==> config.mk <==
export PLATFORM = sky130hd
export DESIGN_NAME = multi_tick_gen_flat
export DESIGN_NICKNAME = d
export VERILOG_FILES = /design/src/rtl/multi_tick_gen_if.sv /design/src/rtl/multi_tick_gen.sv /design/src/flat_wrapper.sv
export SDC_FILE = /design/constraint.sdc
export NUM_CORES = 1
export LEC_CHECK = 0
export BUFFER_PORTS_ARGS = -buffer_cell sky130_fd_sc_hd__buf_2
export CAP_MARGIN = 40
export CORE_MARGIN = 1.5
export CORE_UTILIZATION = 68
export CTS_CLUSTER_SIZE = 20
export DETAILED_ROUTE_END_ITERATION = 10
export GPL_ROUTABILITY_DRIVEN = 1
export GPL_TIMING_DRIVEN = 0
export PLACE_DENSITY = 0.95
export SLEW_MARGIN = 20
export SYNTH_ARGS = -nofsm -noshare
export SYNTH_HDL_FRONTEND = slang
export SYNTH_SLANG_ARGS = --single-unit
==> constraint.sdc <==
create_clock -name clk -period 5.9 [get_ports clk]
set_clock_uncertainty 0.1 [all_clocks]
set_input_delay 0.59 -clock clk [delete_from_list [all_inputs] [get_ports clk]]
set_output_delay 0.59 -clock clk [all_outputs]
set_load 0.01 [all_outputs]
==> src/rtl/multi_tick_gen_if.sv <==
// multi_tick_gen_if: control and output bundle for multi_tick_gen.
//   en         per-channel run enable
//   pause      global freeze (counters and toggles hold)
//   restart    one-cycle strobe, realigns every channel
//   cfg_we     period write strobe
//   cfg_ch     channel index for the write
//   cfg_period new period, in clk cycles
//   tick       one-cycle pulse per period, per channel
//   tog        toggles on every tick, per channel
// master: the side driving controls (game logic / bench)
// slave : the tick generator itself
interface multi_tick_gen_if #(
  parameter int N_CH  = 4,
  parameter int CNT_W = 29,
  parameter int CH_W  = (N_CH > 1) ? $clog2(N_CH) : 1
);
  logic [N_CH-1:0]  en;
  logic             pause;
  logic             restart;
  logic             cfg_we;
  logic [CH_W-1:0]  cfg_ch;
  logic [CNT_W-1:0] cfg_period;
  logic [N_CH-1:0]  tick;
  logic [N_CH-1:0]  tog;

  modport master (
    output en, pause, restart, cfg_we, cfg_ch, cfg_period,
    input  tick, tog
  );

  modport slave (
    input  en, pause, restart, cfg_we, cfg_ch, cfg_period,
    output tick, tog
  );
endinterface

==> src/rtl/multi_tick_gen.sv <==
// multi_tick_gen: N_CH independent programmable periodic tick generators.
// Each channel counts clk cycles up to its period P and emits a registered
// one-cycle tick every P cycles, plus a toggle output with period 2P.
// Ports:
//   clk    system clock, rising edge
//   rst_n  synchronous active-low reset; periods return to DEF_PERIOD
//   bus    multi_tick_gen_if.slave (enables, pause, restart, period
//          write port, tick/tog outputs)
module multi_tick_gen #(
  parameter int N_CH       = 4,
  parameter int CNT_W      = 29,
  parameter int DEF_PERIOD = 50_000_000
) (
  input  logic              clk,
  input  logic              rst_n,
  multi_tick_gen_if.slave   bus
);

  localparam logic [CNT_W-1:0] ONE     = CNT_W'(1);
  localparam logic [CNT_W-1:0] DEF_VAL = CNT_W'(DEF_PERIOD);

  logic [CNT_W-1:0] r_period [N_CH];
  logic [CNT_W-1:0] r_cnt    [N_CH];
  logic [N_CH-1:0]  r_tick;
  logic [N_CH-1:0]  r_tog;
  logic [N_CH-1:0]  w_wr_hit;

  // Out-of-range channel indices match no channel, so such writes vanish.
  always_comb begin
    w_wr_hit = '0;
    for (int i = 0; i < N_CH; i++) begin
      if (bus.cfg_we && (int'(bus.cfg_ch) == i)) w_wr_hit[i] = 1'b1;
    end
  end

  always_ff @(posedge clk) begin
    if (!rst_n) begin
      for (int i = 0; i < N_CH; i++) begin
        r_period[i] <= DEF_VAL;
        r_cnt[i]    <= '0;
      end
      r_tick <= '0;
      r_tog  <= '0;
    end else begin
      for (int i = 0; i < N_CH; i++) begin
        // Period update is independent of restart so both can land together.
        if (w_wr_hit[i]) r_period[i] <= bus.cfg_period;

        if (bus.restart) begin
          r_cnt[i]  <= '0;
          r_tick[i] <= 1'b0;
          r_tog[i]  <= 1'b0;
        end else if (w_wr_hit[i]) begin
          r_cnt[i]  <= '0;
          r_tick[i] <= 1'b0;
        end else if (!bus.en[i] || (r_period[i] == '0)) begin
          r_cnt[i]  <= '0;
          r_tick[i] <= 1'b0;
        end else if (bus.pause) begin
          r_tick[i] <= 1'b0;
        end else if (r_cnt[i] == r_period[i] - ONE) begin
          // Any period write clears cnt, so cnt never passes P-1.
          r_cnt[i]  <= '0;
          r_tick[i] <= 1'b1;
          r_tog[i]  <= ~r_tog[i];
        end else begin
          r_cnt[i]  <= r_cnt[i] + ONE;
          r_tick[i] <= 1'b0;
        end
      end
    end
  end

  assign bus.tick = r_tick;
  assign bus.tog  = r_tog;

endmodule
==> src/flat_wrapper.sv <==
// flat-port wrapper written by rule: the top's interface ports become plain ports
module multi_tick_gen_flat 
#(
  parameter int N_CH       = 4,
  parameter int CNT_W      = 29,
  parameter int DEF_PERIOD = 50_000_000
)
  (clk, rst_n, bus_en, bus_pause, bus_restart, bus_cfg_we, bus_cfg_ch, bus_cfg_period, bus_tick, bus_tog);
  multi_tick_gen_if #(.N_CH(N_CH), .CNT_W(CNT_W)) bus_i ();
  input  logic clk;
  input  logic rst_n;
  input wire logic [$bits(bus_i.en)-1:0] bus_en;
  input wire logic [$bits(bus_i.pause)-1:0] bus_pause;
  input wire logic [$bits(bus_i.restart)-1:0] bus_restart;
  input wire logic [$bits(bus_i.cfg_we)-1:0] bus_cfg_we;
  input wire logic [$bits(bus_i.cfg_ch)-1:0] bus_cfg_ch;
  input wire logic [$bits(bus_i.cfg_period)-1:0] bus_cfg_period;
  output wire logic [$bits(bus_i.tick)-1:0] bus_tick;
  output wire logic [$bits(bus_i.tog)-1:0] bus_tog;
  assign bus_i.en = bus_en;
  assign bus_i.pause = bus_pause;
  assign bus_i.restart = bus_restart;
  assign bus_i.cfg_we = bus_cfg_we;
  assign bus_i.cfg_ch = bus_cfg_ch;
  assign bus_i.cfg_period = bus_cfg_period;
  assign bus_tick = bus_i.tick;
  assign bus_tog = bus_i.tog;
  multi_tick_gen #(.N_CH(N_CH), .CNT_W(CNT_W), .DEF_PERIOD(DEF_PERIOD)) u_core (.clk(clk), .rst_n(rst_n), .bus(bus_i));
endmodule
==> metrics.yaml, run 1 <==
status: "completed"
required_ns: 6.09
max_freq_ghz: 0.209
p_leak_nw: 5.71
h-tree-depth: 1
insertion_delay_ns: 0.56
synth_top_area_cell: "edfxtp_1"
cts-root-buf: "clkbuf_16"
syn_inst: 1521
cts_buffer_depth: 3
clock-sinks: 240
rsz0062_at_grt: "no"
crit_family: "simple AND/OR/NAND/NOR gates"
antenna_found_initial: 0
synth-seq-area-share_pct: 47.2
critPathKind: "reg2reg"
crit_arrival_ns: 4.97
diodes: 0
synth_ff_type: "edfxtp_1"
finalMaxSlewViolations: 0
holdBufCountCts: 0
synth_cell_type_count: 76
cap_violations: 0
ys_seq_elements: 240
critPathSlowestCell: "or3b_2"
period_needed_ns: 4.78
io_buffer_count: 47
setup_ws_ns: 1.12
yosysMostFrequentCell: "edfxtp_1"
drc: 0
fin_nets: 1657
globalRouteOverflowTotal: 0
endpoint_kind: "flip-flop"
place_congestion: 0.931
synth.avg_cell_area_um2: 9.94
fin_util_pct: 77.1
cts_made_buffers: 26
hpwl_mm: 28.1
io_pins: 48
synth_common_cells: "232 x edfxtp_1, 202 x nor2_1, 134 x xnor2_1"
drive_gt1_share_pct: 9.72
ant_nets: 0
fin_tns_setup_ns: 0
viasPerCell: 6.73
crit_top_cell: "clkbuf_1"
synth_area_um2: 15100
synthTopCellsByArea: "edfxtp_1 46%, xnor2_1 7.8%, xor2_1 6.2%"
drt_iter0_drc: 1442
power_density_nw_per_um2: 257
synth_top_area_share_pct: 46.1
die_w_um: 152
path_clk_slew_ns: 0.06
vias: 12800
critPathBufInv: 5
grt_usage_pct: 33.9
cp-start-kind: "flip-flop"
worst_slew_pin_slew_ns: 0.901
cts_tree: "yes"
syn-num-nets: 1572
ir_drop_v: 0.000264
yosys_warnings: 0
async_flop_share_pct: 0
synth_edf_count: 232
grt_max_degree: 30
min_path_type: "in2reg"
dr.pass1.iters: 6
design.die.area_um2: 23100
pre_cts_slack_ns: 1.33
hold_viol: 0
cts_setup_buffers: 0
crit_chain: "clkbuf_1 > inv_1 > ha_1 > clkbuf_1 > or3b_2 > or4_1 > clkbuf_1 > a2111oi_0 > o221ai_1 > nor4_1 > nand3_1 > nand2_1 > buf_2 > nor2_1"
period_share_pct: 81.0
grt_pass1_vias: 12400
post_cts_resized: 0
die_h_um: 152
relSlewSlack_pct: 39.4
finalSetupViolCount: 0
row_count: 54
grt_pass1_wl_mm: 63.3
crit_fanout: 10
post_drt_wl_per_cell_um: 20.9
max_stage_delay_ns: 0.53
wirelength_mm: 39.9
core_um2: 21800
area_delta_synth_final_pct: 11.3
start_util_pct: 69.2
## cell usage in the layout, fill, tap and decap left out, drive strengths merged, types with 33 or more instances in the layout
master  count
and2       41
and3       65
buf        77
clkbuf     76
edfxtp    232
inv        33
nand2      88
nand3      68
nand4      34
nor2      202
nor3       56
nor4       53
or3        67
xnor2     134
xor2      107
## kinds of logic (layout without fill, tap and decap cells)
group / after synthesis / in the layout / synth area share [%]
AOI/OAI and AO/OA: 119 / 119 / 5.63
DFF: 240 / 240 / 47.2
adders and majority gates: 11 / 11 / 0.911
and+or+nand+nor: 802 / 802 / 29.0
muxes: 7 / 7 / 0.472
buffers and inverters: 101 / 206 / 2.84
xor gates and xnor gates: 241 / 241 / 14.0
## sequential cells by signal, indices dropped and copies added (netlist names)
register	count
u_core.r_cnt	116
u_core.bus.tog	4
u_core.bus.tick	4
u_core.r_period	116
## per-layer routing
metal | global-route usage, % | up-vias | wire length (um)
met4 | 13.1 | 0 | 1720
met3 | 7.90 | 164 | 4370
met2 | 57.0 | 768 | 19100
met5 | 0 | - | 0
li1 | - | 5759 | -
met1 | 42.7 | 6129 | 14700
## final timing paths
check	from	endpoint	slack (ns)	cells past startpoint
setup / recovery	u_core.r_period[0][29]	u_core.r_cnt[0][54]	1.12	14
hold / removal	bus_cfg_period[25]	u_core.r_period[0][25]	0.30	2
setup reg to reg	u_core.r_period[0][29]	u_core.r_cnt[0][54]	1.12	14
hold reg to reg	u_core.bus.tog[1]	u_core.bus.tog[1]	0.39	2
## area by class of cell
class	count	area [um2]
Fill cell	1368	5000
Timing Repair Buffer	57	399
Clock inverter	20	289
Tap cell	280	350
Inverter	32	120
Sequential cell	240	7130
Clock buffer	28	658
Multi-Input combinational cell	1180	7570
Buffer	69	309
## metrics by stage
| stage | cell area (um2) | hold slack (ns) | std cells | total power, mW |
|---|---|---|---|---|
| finish | 16800 | 0.298 | 1906 | 4.33 |
| floorplan | 15100 | 0.387 | 1521 | 2.35 |
| CTS | 16800 | 0.259 | 1903 | 4.31 |
| global placement | 15700 | 0.362 | 1848 | 2.47 |
| detailed placement | 15800 | 0.383 | 1855 | 2.50 |
| global route | 16800 | 0.281 | 1906 | 4.43 |
## where the power goes
part           switching [mW]  internal [mW]  leakage (nW)
Combinational           0.262          0.174          2.65
Clock                   0.715           1.12         0.457
Sequential              0.109           1.95          2.60
Total                    1.09           3.24          5.71
Power figures use the tool's default switching activity.
==> inputs of run 2 (changes only) <==
--- a/config.mk
+++ b/config.mk
@@ -8,12 +8,12 @@
 export BUFFER_PORTS_ARGS = -buffer_cell sky130_fd_sc_hd__buf_2
 export CAP_MARGIN = 40
 export CORE_MARGIN = 1.5
-export CORE_UTILIZATION = 68
+export CORE_UTILIZATION = 63
 export CTS_CLUSTER_SIZE = 20
 export DETAILED_ROUTE_END_ITERATION = 10
 export GPL_ROUTABILITY_DRIVEN = 1
 export GPL_TIMING_DRIVEN = 0
-export PLACE_DENSITY = 0.95
+export PLACE_DENSITY = 0.92
 export SLEW_MARGIN = 20
 export SYNTH_ARGS = -nofsm -noshare
 export SYNTH_HDL_FRONTEND = slang
==> constraint.sdc (replaced) <==
create_clock -name clk -period 4.7 [get_ports clk]
set_clock_uncertainty 0.1 [all_clocks]
set_input_delay 0.47 -clock clk [delete_from_list [all_inputs] [get_ports clk]]
set_output_delay 0.47 -clock clk [all_outputs]
set_load 0.01 [all_outputs]
==> metrics.yaml, run 2 (synthesis gave the netlist of run 1 again) <==
status: "completed"
row_count: 56
fin_nets: 1655
drc: 0
top_layer: "met4"
cp-start-kind: "flip-flop"
fin_hold_ws_ns: 0.207
cts-root-buf: "clkbuf_16"
finalMaxSlewViolations: 0
crit_chain: "clkbuf_1 > inv_1 > ha_1 > or3b_2 > or4_1 > clkbuf_1 > a2111oi_1 > o221ai_1 > nor4_1 > nand3_1 > nand2_2 > buf_2 > nor2_1"
die_h_um: 158
layout_common_cells: "232 x edfxtp_1, 202 x nor2_1, 134 x xnor2_1, 107 x xor2_1, 87 x nand2_1"
wirelength_mm: 38.0
nFillCells: 1617
io_pins: 48
hold_viol: 0
max_stage_delay_ns: 0.53
relSlewSlack_pct: 40.2
design.die.area_um2: 24900
place_congestion: 0.975
cts_made_buffers: 25
critPathKind: "reg2reg"
grt_max_degree: 30
period_share_pct: 91.9
area_delta_synth_final_pct: 10.6
antenna_found_initial: 0
ant_nets: 0
h-tree-depth: 1
critPathSlowestCell: "or3b_2"
fin_tns_setup_ns: 0
grt_pass1_wl_mm: 60.3
grt_pass1_vias: 12100
period_needed_ns: 4.32
hpwl_mm: 27.6
drt_iter0_drc: 1245
placed_cell_area_um2: 15900
ff_latch_area_um2: 7130
wl_met1_mm: 14.9
wl_met2_mm: 17.8
drive_gt1_share_pct: 9.43
grt_usage_pct: 30.8
start_util_pct: 64.4
reg_top3: "u_core.r_cnt x116, u_core.r_period x116"
path_clk_slew_ns: 0.06
cts_tree: "yes"
crit_arrival_ns: 4.50
cts_buffer_depth: 3
power_density_nw_per_um2: 305
ir_drop_v: 0.000329
crit_fanout: 10
finalSetupViolCount: 0
die_w_um: 158
dr.pass1.iters: 5
required_ns: 4.88
final_cell_area_um2: 16700
min_path_type: "in2reg"
rsz0062_at_grt: "no"
max_freq_ghz: 0.231
insertion_delay_ns: 0.54
layout.cells.most_common: "edfxtp_1"
worst_slew_pin_slew_ns: 0.890
io_buffer_count: 47
clock-sinks: 240
wl_met3_mm: 4.03
multiInputGateArea_um2: 7570
endpoint_kind: "flip-flop"
crit_top_cell: "clkbuf_1"
p_leak_nw: 5.64
cap_violations: 0
vias: 12500
globalRouteOverflowTotal: 0
core_um2: 23500
viasPerCell: 6.45
post_drt_wl_per_cell_um: 19.6
## run 2: changes by cell type in the layout (fill, tap and decap cells not counted), sizes merged
cell,previous run,this run
buf,77,78
bufinv,7,2
clkbuf,76,82
diode,0,1
clkinv,10,7
clkinvlp,2,0
## run 2: what timing repair did
action	4_1_cts	5_1_grt
endpoints found under the hold margin	0	0
setup buffers	0	0
resized for setup	0	2
hold buffers	0	0
setup endpoints to repair	0	21
## run 2: worst paths after layout
path                           from                      to  slack [ns]  cells past startpoint
min              bus_cfg_period[23]  u_core.r_period[0][23]        0.21                      2
max reg2reg  u_core.r_period[0][29]     u_core.r_cnt[0][52]        0.38                     13
max          u_core.r_period[0][29]     u_core.r_cnt[0][52]        0.38                     13
min reg2reg       u_core.bus.tog[1]       u_core.bus.tog[1]        0.39                      2
## run 2: power breakdown
group | switching [mW] | total [mW] | leakage (nW) | internal (mW)
sequential | 0.137 | 2.59 | 2.60 | 2.45
clock | 0.836 | 1.98 | 0.393 | 1.14
combinational | 0.319 | 0.537 | 2.65 | 0.218
total | 1.29 | 5.10 | 5.64 | 3.81
## run 2: final cells by class
| class | count | share of cell area (%) |
|---|---|---|
| flip-flops and latches | 240 | 42.6 |
| diodes | 1 | 0.0150 |
| repair buffers | 57 | 2.31 |
| well taps | 319 | 2.39 |
| clock inverters | 10 | 0.644 |
| multi-input cells | 1180 | 45.3 |
| inverters | 32 | 0.719 |
| plain buffers | 68 | 1.83 |
| clock buffers | 36 | 4.17 |
## run 2: per-layer routing
metal	global-route usage [%]	vias to the layer above
met1	40.4	5921
met3	6.54	146
met2	50.3	713
met4	11.5	0
li1	-	5759
met5	0	-
## run 2: metrics by stage
stage | utilization, % | instances | setup slack, ns | power (mW)
after floorplan | - | 1521 | 0.926 | 2.95
after global placement | 67.1 | 1887 | 0.331 | 3.10
after detailed placement | 67.6 | 1894 | 0.235 | 3.14
after CTS | 71.0 | 1940 | 0.154 | 5.09
after global routing | 71.2 | 1942 | 0.0317 | 5.26
final | 71.2 | 1943 | 0.379 | 5.10
## run 2: critical path, delay by kind of cell (launching register included)
family                     cells  cell delay (ns)
adders and majority gates      1             0.39
DFF                            1             0.36
and+or+nand+nor                6             1.86
AOI/OAI and AO/OA              2             0.55
buffers and inverters          4             0.80
==> inputs of run 3 (changes only) <==
--- a/config.mk
+++ b/config.mk
@@ -13,6 +13,7 @@
 export DETAILED_ROUTE_END_ITERATION = 10
 export GPL_ROUTABILITY_DRIVEN = 1
 export GPL_TIMING_DRIVEN = 0
+export MAX_ROUTING_LAYER = met4
 export PLACE_DENSITY = 0.92
 export SLEW_MARGIN = 20
 export SYNTH_ARGS = -nofsm -noshare
==> metrics.yaml, run 3 (synthesis gave the netlist of run 1 again) <==
required_ns: 4.87
met2_usage_pct: 52.1
crit_top_cell: "clkbuf_1"
relSlewSlack_pct: 40.5
reg2reg_to: "u_core.r_cnt[0][49]"
place_congestion: 0.970
critPathSlowestCell: "or3b_2"
max_stage_delay_ns: 0.53
design.die.area_um2: 24900
hpwl_mm: 28.1
period_needed_ns: 4.36
finalMaxSlewViolations: 0
reg2reg_depth: 13
fin_util_pct: 71.3
dr.pass1.iters: 6
globalRouteOverflowTotal: 0
start_util_pct: 64.4
p_leak_nw: 5.64
crit_arrival_ns: 4.53
area_delta_synth_final_pct: 10.7
antenna_found_initial: 1
pre_cts_slack_ns: 0.231
fin_cells: 1949
hold_start: "bus_cfg_period[23]"
viasPerCell: 6.54
wirelength_mm: 39.1
die_w_um: 158
crit_fanout: 10
critPathKind: "reg2reg"
met3_usage_pct: 5.78
clock-sinks: 240
core_um2: 23500
fin_nets: 1657
setup_ws_ns: 0.339
rsz0062_at_grt: "no"
h-tree-depth: 1
fin_tns_setup_ns: 0
cts_tree: "yes"
cts-root-buf: "clkbuf_16"
path_clk_slew_ns: 0.06
ir_drop_v: 0.000314
ant_nets: 0
worst_slew_pin_slew_ns: 0.884
reg_top3: "u_core.r_cnt x116, u_core.r_period x116"
total_power_mw: 5.10
grt-busiest-layer: "met2"
rrSetupSlack_ns: 0.34
placed_cell_area_um2: 15900
cts_made_buffers: 26
io_pins: 48
layout.cells.most_common: "edfxtp_1"
grtUsageMet1_pct: 41.8
hold_viol: 0
row_count: 56
hold_path_end: "u_core.r_period[0][110]"
drive_gt1_share_pct: 9.53
startpoint: "u_core.r_period[0][29]"
grt_usage_pct: 32.4
crit-reg2reg-launch: "u_core.r_period[0][29]"
grt_max_degree: 30
drc: 0
layout_common_cells: "232 x edfxtp_1, 202 x nor2_1, 134 x xnor2_1, 107 x xor2_1, 87 x nand2_1"
crit_chain: "clkbuf_1 > inv_1 > ha_1 > or3b_2 > or4_1 > clkbuf_1 > a2111oi_1 > o221ai_1 > nor4_1 > nand3_1 > nand2_2 > buf_2 > nor2_1"
die_h_um: 158
grt_pass1_wl_mm: 61.5
status: "completed"
power_density_nw_per_um2: 305
cp-start-kind: "flip-flop"
placed_cells: 1894
io_buffer_count: 47
grt_pass1_vias: 12100
min_path_type: "in2reg"
holdPathStages: 2
endpoint_kind: "flip-flop"
finalSetupViolCount: 0
post_drt_wl_per_cell_um: 20.1
drt_iter0_drc: 1546
cap_violations: 0
fin_hold_ws_ns: 0.182
final_cell_area_um2: 16700
period_share_pct: 92.8
holdBufCountCts: 0
max_freq_ghz: 0.229
insertion_delay_ns: 0.55
vias: 12700
cts_buffer_depth: 3
==> run 3: how the worst max path moves through the flow <==
| stage | end | slack, ns | depth (start not counted) |
|---|---|---|---|
| 2_1_floorplan | u_core.r_cnt[0][48] | 0.93 | 14 |
| 3_3_place_gp | u_core.r_cnt[0][52] | 0.28 | 14 |
| 3_5_place_dp | u_core.r_cnt[0][49] | 0.23 | 14 |
| 4_1_cts | u_core.r_cnt[0][54] | 0.18 | 14 |
| 5_1_grt | u_core.r_cnt[0][54] | 0.06 | 13 |
| 6_report | u_core.r_cnt[0][49] | 0.34 | 13 |
==> run 3: cell type report <==
class / instances / area (um2)
Antenna cell: 4 / 10.0
Buffer: 68 / 305
Clock buffer: 35 / 714
Clock inverter: 13 / 100
Fill cell: 1569 / 6750
Inverter: 32 / 120
Multi-Input combinational cell: 1180 / 7570
Sequential cell: 240 / 7130
Tap cell: 319 / 399
Timing Repair Buffer: 58 / 379
==> run 3: routing by layer <==
layer / share of wire (%) / wire, um / vias up
met5: 0 / 0 / -
met4: 3.6 / 1420 / 0
met3: 11 / 4210 / 150
met2: 48 / 18600 / 768
met1: 38 / 14800 / 6059
li1: - / - / 5772
==> run 3: report_power, final <==
group          total [mW]  internal [mW]  switching (mW)
clock                1.97           1.12           0.855
combinational       0.538          0.217           0.321
sequential           2.59           2.45           0.139
total                5.10           3.79            1.32
==> run 3: what timing repair did <==
item                                    CTS  global route
gates resized for setup                   0             2
endpoints found under the setup margin    0            20
buffers inserted                          0             0
==> run 3: worst max-delay path: cells and delay by family, from the launching register on <==
family / cells / cell delay, ns
buf+inv: 4 / 0.81
flops: 1 / 0.38
compound gates: 2 / 0.61
simple gates: 6 / 1.83
fa+ha+maj: 1 / 0.38
